$ cat src/rtl/regfile_pkg.sv
// Shared constants and width helpers for the regfile_sb register file.
package regfile_pkg;

  localparam int unsigned XLEN_DEF = 32;
  localparam int unsigned REG_ZERO = 0;

  function automatic int unsigned addr_w_f(input int unsigned nreg);
    return (nreg > 1) ? $clog2(nreg) : 1;
  endfunction

  function automatic int unsigned cnt_w_f(input int unsigned max_pend);
    return $clog2(max_pend + 1);
  endfunction

endpackage

$ cat src/rtl/sb_counter.sv
// Pending-write counter for one architectural register of regfile_sb.
module sb_counter #(
  parameter int unsigned MAX_PEND = 3,
  parameter int unsigned CNT_W    = 2
) (
  input  logic             clk,
  input  logic             rst_n,
  input  logic             inc,
  input  logic             dec,
  input  logic             flush,
  output logic [CNT_W-1:0] cnt,
  output logic             busy,
  output logic             full,
  output logic             underflow
);

  logic [CNT_W-1:0] cnt_q, cnt_d;

  // Simultaneous inc/dec on an idle counter means the write-back belonged to an
  // older, untracked write while the new issue is still outstanding.
  always_comb begin
    cnt_d = cnt_q;
    if (flush) begin
      cnt_d = '0;
    end else if (inc && dec) begin
      if (cnt_q == '0) cnt_d = CNT_W'(1);
    end else if (inc) begin
      cnt_d = cnt_q + CNT_W'(1);
    end else if (dec && (cnt_q != '0)) begin
      cnt_d = cnt_q - CNT_W'(1);
    end
  end

  always_ff @(posedge clk or negedge rst_n) begin
    if (!rst_n) cnt_q <= '0;
    else        cnt_q <= cnt_d;
  end

  assign cnt       = cnt_q;
  assign busy      = (cnt_q != '0);
  assign full      = (cnt_q >= CNT_W'(MAX_PEND));
  assign underflow = dec && !inc && !flush && (cnt_q == '0);

endmodule

$ cat src/rtl/regfile_sb.sv
// Integer register file with per-register pending-write scoreboard.
// Define REGFILE_BYPASS_EN for write-first read forwarding of wb_data.
module regfile_sb
  import regfile_pkg::*;
#(
  parameter int unsigned XLEN     = XLEN_DEF,
  parameter int unsigned NREG     = 32,
  parameter int unsigned MAX_PEND = 3,
  localparam int unsigned ADDR_W  = addr_w_f(NREG),
  localparam int unsigned CNT_W   = cnt_w_f(MAX_PEND)
) (
  input  logic              clk,
  input  logic              rst_n,
  input  logic [ADDR_W-1:0] rs1_addr,
  input  logic [ADDR_W-1:0] rs2_addr,
  output logic [XLEN-1:0]   rs1_data,
  output logic [XLEN-1:0]   rs2_data,
  input  logic              wb_en,
  input  logic [ADDR_W-1:0] wb_addr,
  input  logic [XLEN-1:0]   wb_data,
  input  logic              issue_en,
  input  logic [ADDR_W-1:0] issue_rd,
  output logic              issue_ready,
  input  logic              flush,
  output logic              rs1_hazard,
  output logic              rs2_hazard,
  output logic              wb_err
);

  localparam logic [ADDR_W-1:0] ZERO_A = ADDR_W'(REG_ZERO);

  logic [XLEN-1:0]             regs_q [NREG];
  logic [NREG-1:0]             inc_v, dec_v, busy_v, full_v, uflow_v;
  logic [NREG-1:0][CNT_W-1:0]  cnt_v;
  logic                        wb_err_q;

  assign inc_v[0]   = 1'b0;
  assign dec_v[0]   = 1'b0;
  assign busy_v[0]  = 1'b0;
  assign full_v[0]  = 1'b0;
  assign uflow_v[0] = 1'b0;
  assign cnt_v[0]   = '0;

  for (genvar r = 1; r < NREG; r++) begin : g_sb
    assign inc_v[r] = issue_en && issue_ready && (issue_rd == ADDR_W'(r));
    assign dec_v[r] = wb_en && (wb_addr == ADDR_W'(r));

    sb_counter #(
      .MAX_PEND (MAX_PEND),
      .CNT_W    (CNT_W)
    ) u_cnt (
      .clk       (clk),
      .rst_n     (rst_n),
      .inc       (inc_v[r]),
      .dec       (dec_v[r]),
      .flush     (flush),
      .cnt       (cnt_v[r]),
      .busy      (busy_v[r]),
      .full      (full_v[r]),
      .underflow (uflow_v[r])
    );
  end

  assign issue_ready = (issue_rd == ZERO_A) || !full_v[issue_rd] ||
                       (wb_en && (wb_addr == issue_rd));

  always_ff @(posedge clk or negedge rst_n) begin
    if (!rst_n) begin
      for (int unsigned i = 0; i < NREG; i++) regs_q[i] <= '0;
      wb_err_q <= 1'b0;
    end else begin
      if (wb_en && (wb_addr != ZERO_A)) regs_q[wb_addr] <= wb_data;
      wb_err_q <= wb_err_q | (|uflow_v);
    end
  end

  assign wb_err = wb_err_q;

`ifdef REGFILE_BYPASS_EN
  logic rs1_hit, rs2_hit;

  assign rs1_hit = wb_en && (wb_addr == rs1_addr) && (rs1_addr != ZERO_A);
  assign rs2_hit = wb_en && (wb_addr == rs2_addr) && (rs2_addr != ZERO_A);

  // A forwarded result only clears the hazard if it is the last outstanding write.
  always_comb begin
    rs1_data   = (rs1_addr == ZERO_A) ? '0 : (rs1_hit ? wb_data : regs_q[rs1_addr]);
    rs2_data   = (rs2_addr == ZERO_A) ? '0 : (rs2_hit ? wb_data : regs_q[rs2_addr]);
    rs1_hazard = busy_v[rs1_addr] && !(rs1_hit && (cnt_v[rs1_addr] == CNT_W'(1)));
    rs2_hazard = busy_v[rs2_addr] && !(rs2_hit && (cnt_v[rs2_addr] == CNT_W'(1)));
  end
`else
  logic cnt_unused;

  assign cnt_unused = ^cnt_v;

  always_comb begin
    rs1_data   = (rs1_addr == ZERO_A) ? '0 : regs_q[rs1_addr];
    rs2_data   = (rs2_addr == ZERO_A) ? '0 : regs_q[rs2_addr];
    rs1_hazard = busy_v[rs1_addr];
    rs2_hazard = busy_v[rs2_addr];
  end
`endif

endmodule

$ cat config.mk
export PLATFORM = sky130hd
export DESIGN_NAME = regfile_sb
export DESIGN_NICKNAME = d
export VERILOG_FILES = /design/src/rtl/regfile_pkg.sv /design/src/rtl/sb_counter.sv /design/src/rtl/regfile_sb.sv
export SDC_FILE = /design/constraint.sdc
export NUM_CORES = 2
export LEC_CHECK = 0
export CORE_ASPECT_RATIO = 0.9
export CORE_MARGIN = 1
export CORE_UTILIZATION = 57
export CTS_CLUSTER_SIZE = 16
export DETAILED_ROUTE_END_ITERATION = 16
export PLACE_DENSITY = 0.83
export RECOVER_POWER = 50
export SLEW_MARGIN = 25
export SYNTH_ARGS = -nofsm -noshare
export SYNTH_HDL_FRONTEND = slang
export SYNTH_HIERARCHICAL = 1
export SYNTH_SLANG_ARGS = --single-unit
$ cat constraint.sdc
create_clock -name clk -period 2.82 [get_ports clk]
set_input_delay 0.564 -clock clk [delete_from_list [all_inputs] [get_ports clk]]
set_output_delay 0.564 -clock clk [all_outputs]
set_load 0.1 [all_outputs]
==> flow_summary.json <==
{
  "critical_path_class": "reg2out",
  "rsz0062_at_grt": "yes",
  "async_reset_ff_share_pct": 100,
  "portBuffers": 124,
  "placed_area_mm2": 0.0681,
  "wirelength_mm": 220,
  "cp-end-kind": "output port",
  "power_leakage_nw": 32.9,
  "status": "complete, but fails checks",
  "layout_setup_ws_ns": -0.840,
  "synth_nets": 4668,
  "synth.cell_area_mm2": 0.0604,
  "dr.first_iter.drc_count": 7681,
  "drcViolationCount": 0,
  "cap_violations": 0,
  "via_count": 48300,
  "ys_seq_area_share_pct": 45.0,
  "relSlewSlack_pct": 14.5,
  "hold_viol_final": 0,
  "clock_latency_ns": 0.72,
  "synth_top_area_share_pct": 45.0,
  "r2r_slack_ns": -0.53,
  "grt_overflow": 0,
  "cp-start-kind": "register",
  "die_area_mm2": 0.107,
  "clockBufferDepth": 3,
  "worstHoldStart": "regs_q[1013]",
  "clock_skew_ns": 0.0319,
  "cts_sinks": 1087,
  "report.final.slew_viol_count": 0,
  "max_slew.worst_pin.slew_ns": 1.28,
  "grt_max_degree": 117,
  "ant_nets": 0,
  "gp_congestion": 0.917,
  "ys_top_cells_by_area": "dfrtp_1 (45%), mux4_2 (25%), mux2_2 (12%)",
  "fp-row-count": 112,
  "wl_per_cell_um": 33.9,
  "setup_viol": 106,
  "io_pins": 125,
  "dpl.hpwl_mm": 117,
  "crit_fanout": 4,
  "hp-class": "reg2reg",
  "r2r-end": "wb_err",
  "timing.rr.start": "g_sb[11].u_cnt/cnt[1]",
  "nNetsFinal": 5085,
  "track_usage_pct": 39.8,
  "ir_drop_mv": 0.510,
  "start_util_pct": 57.9,
  "power.density_mw_per_mm2": 667,
  "reg2reg_depth": 15,
  "synthFlopType": "dfrtp_1",
  "via_per_inst": 7.43,
  "total_power_mw": 50.0,
  "cts_buffers": 109,
  "floorplan.die.width_um": 345,
  "drtPass1Iterations": 7,
  "grt_pass1_wl_mm": 317,
  "violations": "negative setup slack",
  "layout-drive-gt1-share_pct": 52.5,
  "synth.avg_cell_area_um2": 13.1,
  "synth_cell_types": 44,
  "clock.fmax_mhz": 273,
  "critical_path_arrival_ns": 3.10,
  "critPathLaunch": "g_sb[14].u_cnt/cnt[1]",
  "synth.largest_area_cell": "dfrtp_1",
  "grt_pass1_vias": 50000,
  "antenna_found_initial": 9,
  "cts_tree": "done",
  "syn_to_final_growth_pct": 24.1,
  "syn-instance-count": 4611,
  "fin_crit_sh_pct": 130,
  "synth_warnings": 6,
  "design_area_mm2": 0.0749,
  "crit_required_ns": 2.26,
  "layout_commonest_cell": "dfrtp_1",
  "core-area_mm2": 0.104,
  "htree_levels": 3,
  "critPathCapture": "rs2_hazard",
  "synth_edf_count": 0,
  "path_clk_slew_ns": 0.07,
  "die_h_um": 311,
  "final_cell_mix": "dfrtp_1 (1086), nand2_1 (1071), mux4_2 (663)",
  "root_buffer": "clkbuf_16",
  "synth_seq_cells": 1087,
  "period_needed_ns": 3.66
}
metrics by stage:
step | setup slack (ns) | hold slack (ns) | setup TNS, ns | std cells | util [%]
6_report | -0.840 | 0.399 | -26.42 | 6495 | 71.8
5_1_grt | -0.839 | 0.410 | -31.96 | 6491 | 71.8
4_1_cts | -0.754 | 0.388 | -18.85 | 6445 | 71.1
3_5_place_dp | -1.23 | 0.384 | -66.74 | 6129 | 65.2
3_3_place_gp | -1.24 | 0.376 | -67.45 | 6129 | 65.2
2_1_floorplan | -0.204 | 0.268 | -0.538 | 4611 | -
report_power, final:
group	internal, mW	leakage, nW	switching [mW]	total, mW
Combinational	6.88	17.0	6.63	13.5
Clock	8.92	1.86	6.69	15.6
Sequential	18.3	14.1	2.50	20.8
routing by layer:
metal / global-route usage, % / wire, um / vias to the layer above
li1: - / - / 17700
met1: 49.3 / 69300 / 24100
met2: 58.3 / 96600 / 4921
met3: 14.5 / 34300 / 1584
met4: 28.3 / 20100 / 8
met5: 0.0444 / 91 / -
cell families after synthesis:
kind of cell / count (synthesis) / share of synthesized area, %
simple gates: 1469 / 11.1
compound gates: 220 / 3.11
buf+inv: 518 / 3.83
flops: 1087 / 45.0
xor+xnor: 5 / 0.0725
mux: 1312 / 36.8
sequential cells by signal, indices dropped and copies added (netlist names):
signal / count
regs_q: 1024
g_sb.u_cnt/cnt: 62
wb_err: 1
timing repair:
action / 4_1_cts / 5_1_grt
resized for setup: 308 / 159
hold endpoints to repair: 7 / 0
setup endpoints to repair: 93 / 105
pin swaps: 68 / 42
buffers inserted: 99 / 60
cloned: 19 / 4
hold buffers: 1 / 0
final cells by class:
| cell class | instances | area [um^2] |
|---|---|---|
| multi-input combinational | 3006 | 32800 |
| inverter | 83 | 322 |
| clock inverter | 42 | 577 |
| tap | 1368 | 1710 |
| timing repair buffer | 741 | 9100 |
| clock buffer | 158 | 3200 |
| antenna | 10 | 25.0 |
| fill | 5629 | 29500 |
| sequential | 1087 | 27200 |
cell usage after synthesis (27+ instances only):
master / n
and2_4: 27
inv_1: 83
buf_1: 78
o21ai_1: 95
nand3_1: 34
mux2_2: 649
dfrtp_1: 1087
nand2b_1: 33
a2111oi_4: 27
nand3b_1: 33
mux4_2: 663
a21oi_1: 58
nor4b_2: 27
buf_2: 79
nor3_1: 40
clkbuf_1: 227
and3b_2: 27
buf_4: 30
or2_1: 27
a21o_2: 27
nand2_1: 1146
worst min path at each step:
stage / to / slack [ns] / cells past startpoint
2_1_floorplan: g_sb[10].u_cnt/cnt[0] / 0.27 / 0
3_3_place_gp: regs_q[992] / 0.38 / 0
3_5_place_dp: regs_q[1006] / 0.38 / 0
4_1_cts: regs_q[716] / 0.39 / 2
5_1_grt: regs_q[992] / 0.41 / 0
6_report: regs_q[1013] / 0.40 / 0
worst max-delay path, cell delays in order, from the launching register on:
cell,delay [ns]
dfrtp_1,0.40
buf_6,0.14
or2_4,0.27
mux4_2,0.46
mux4_2,0.59
mux2_4,0.35
buf_12,0.18
(Power assumes the default switching activity.)
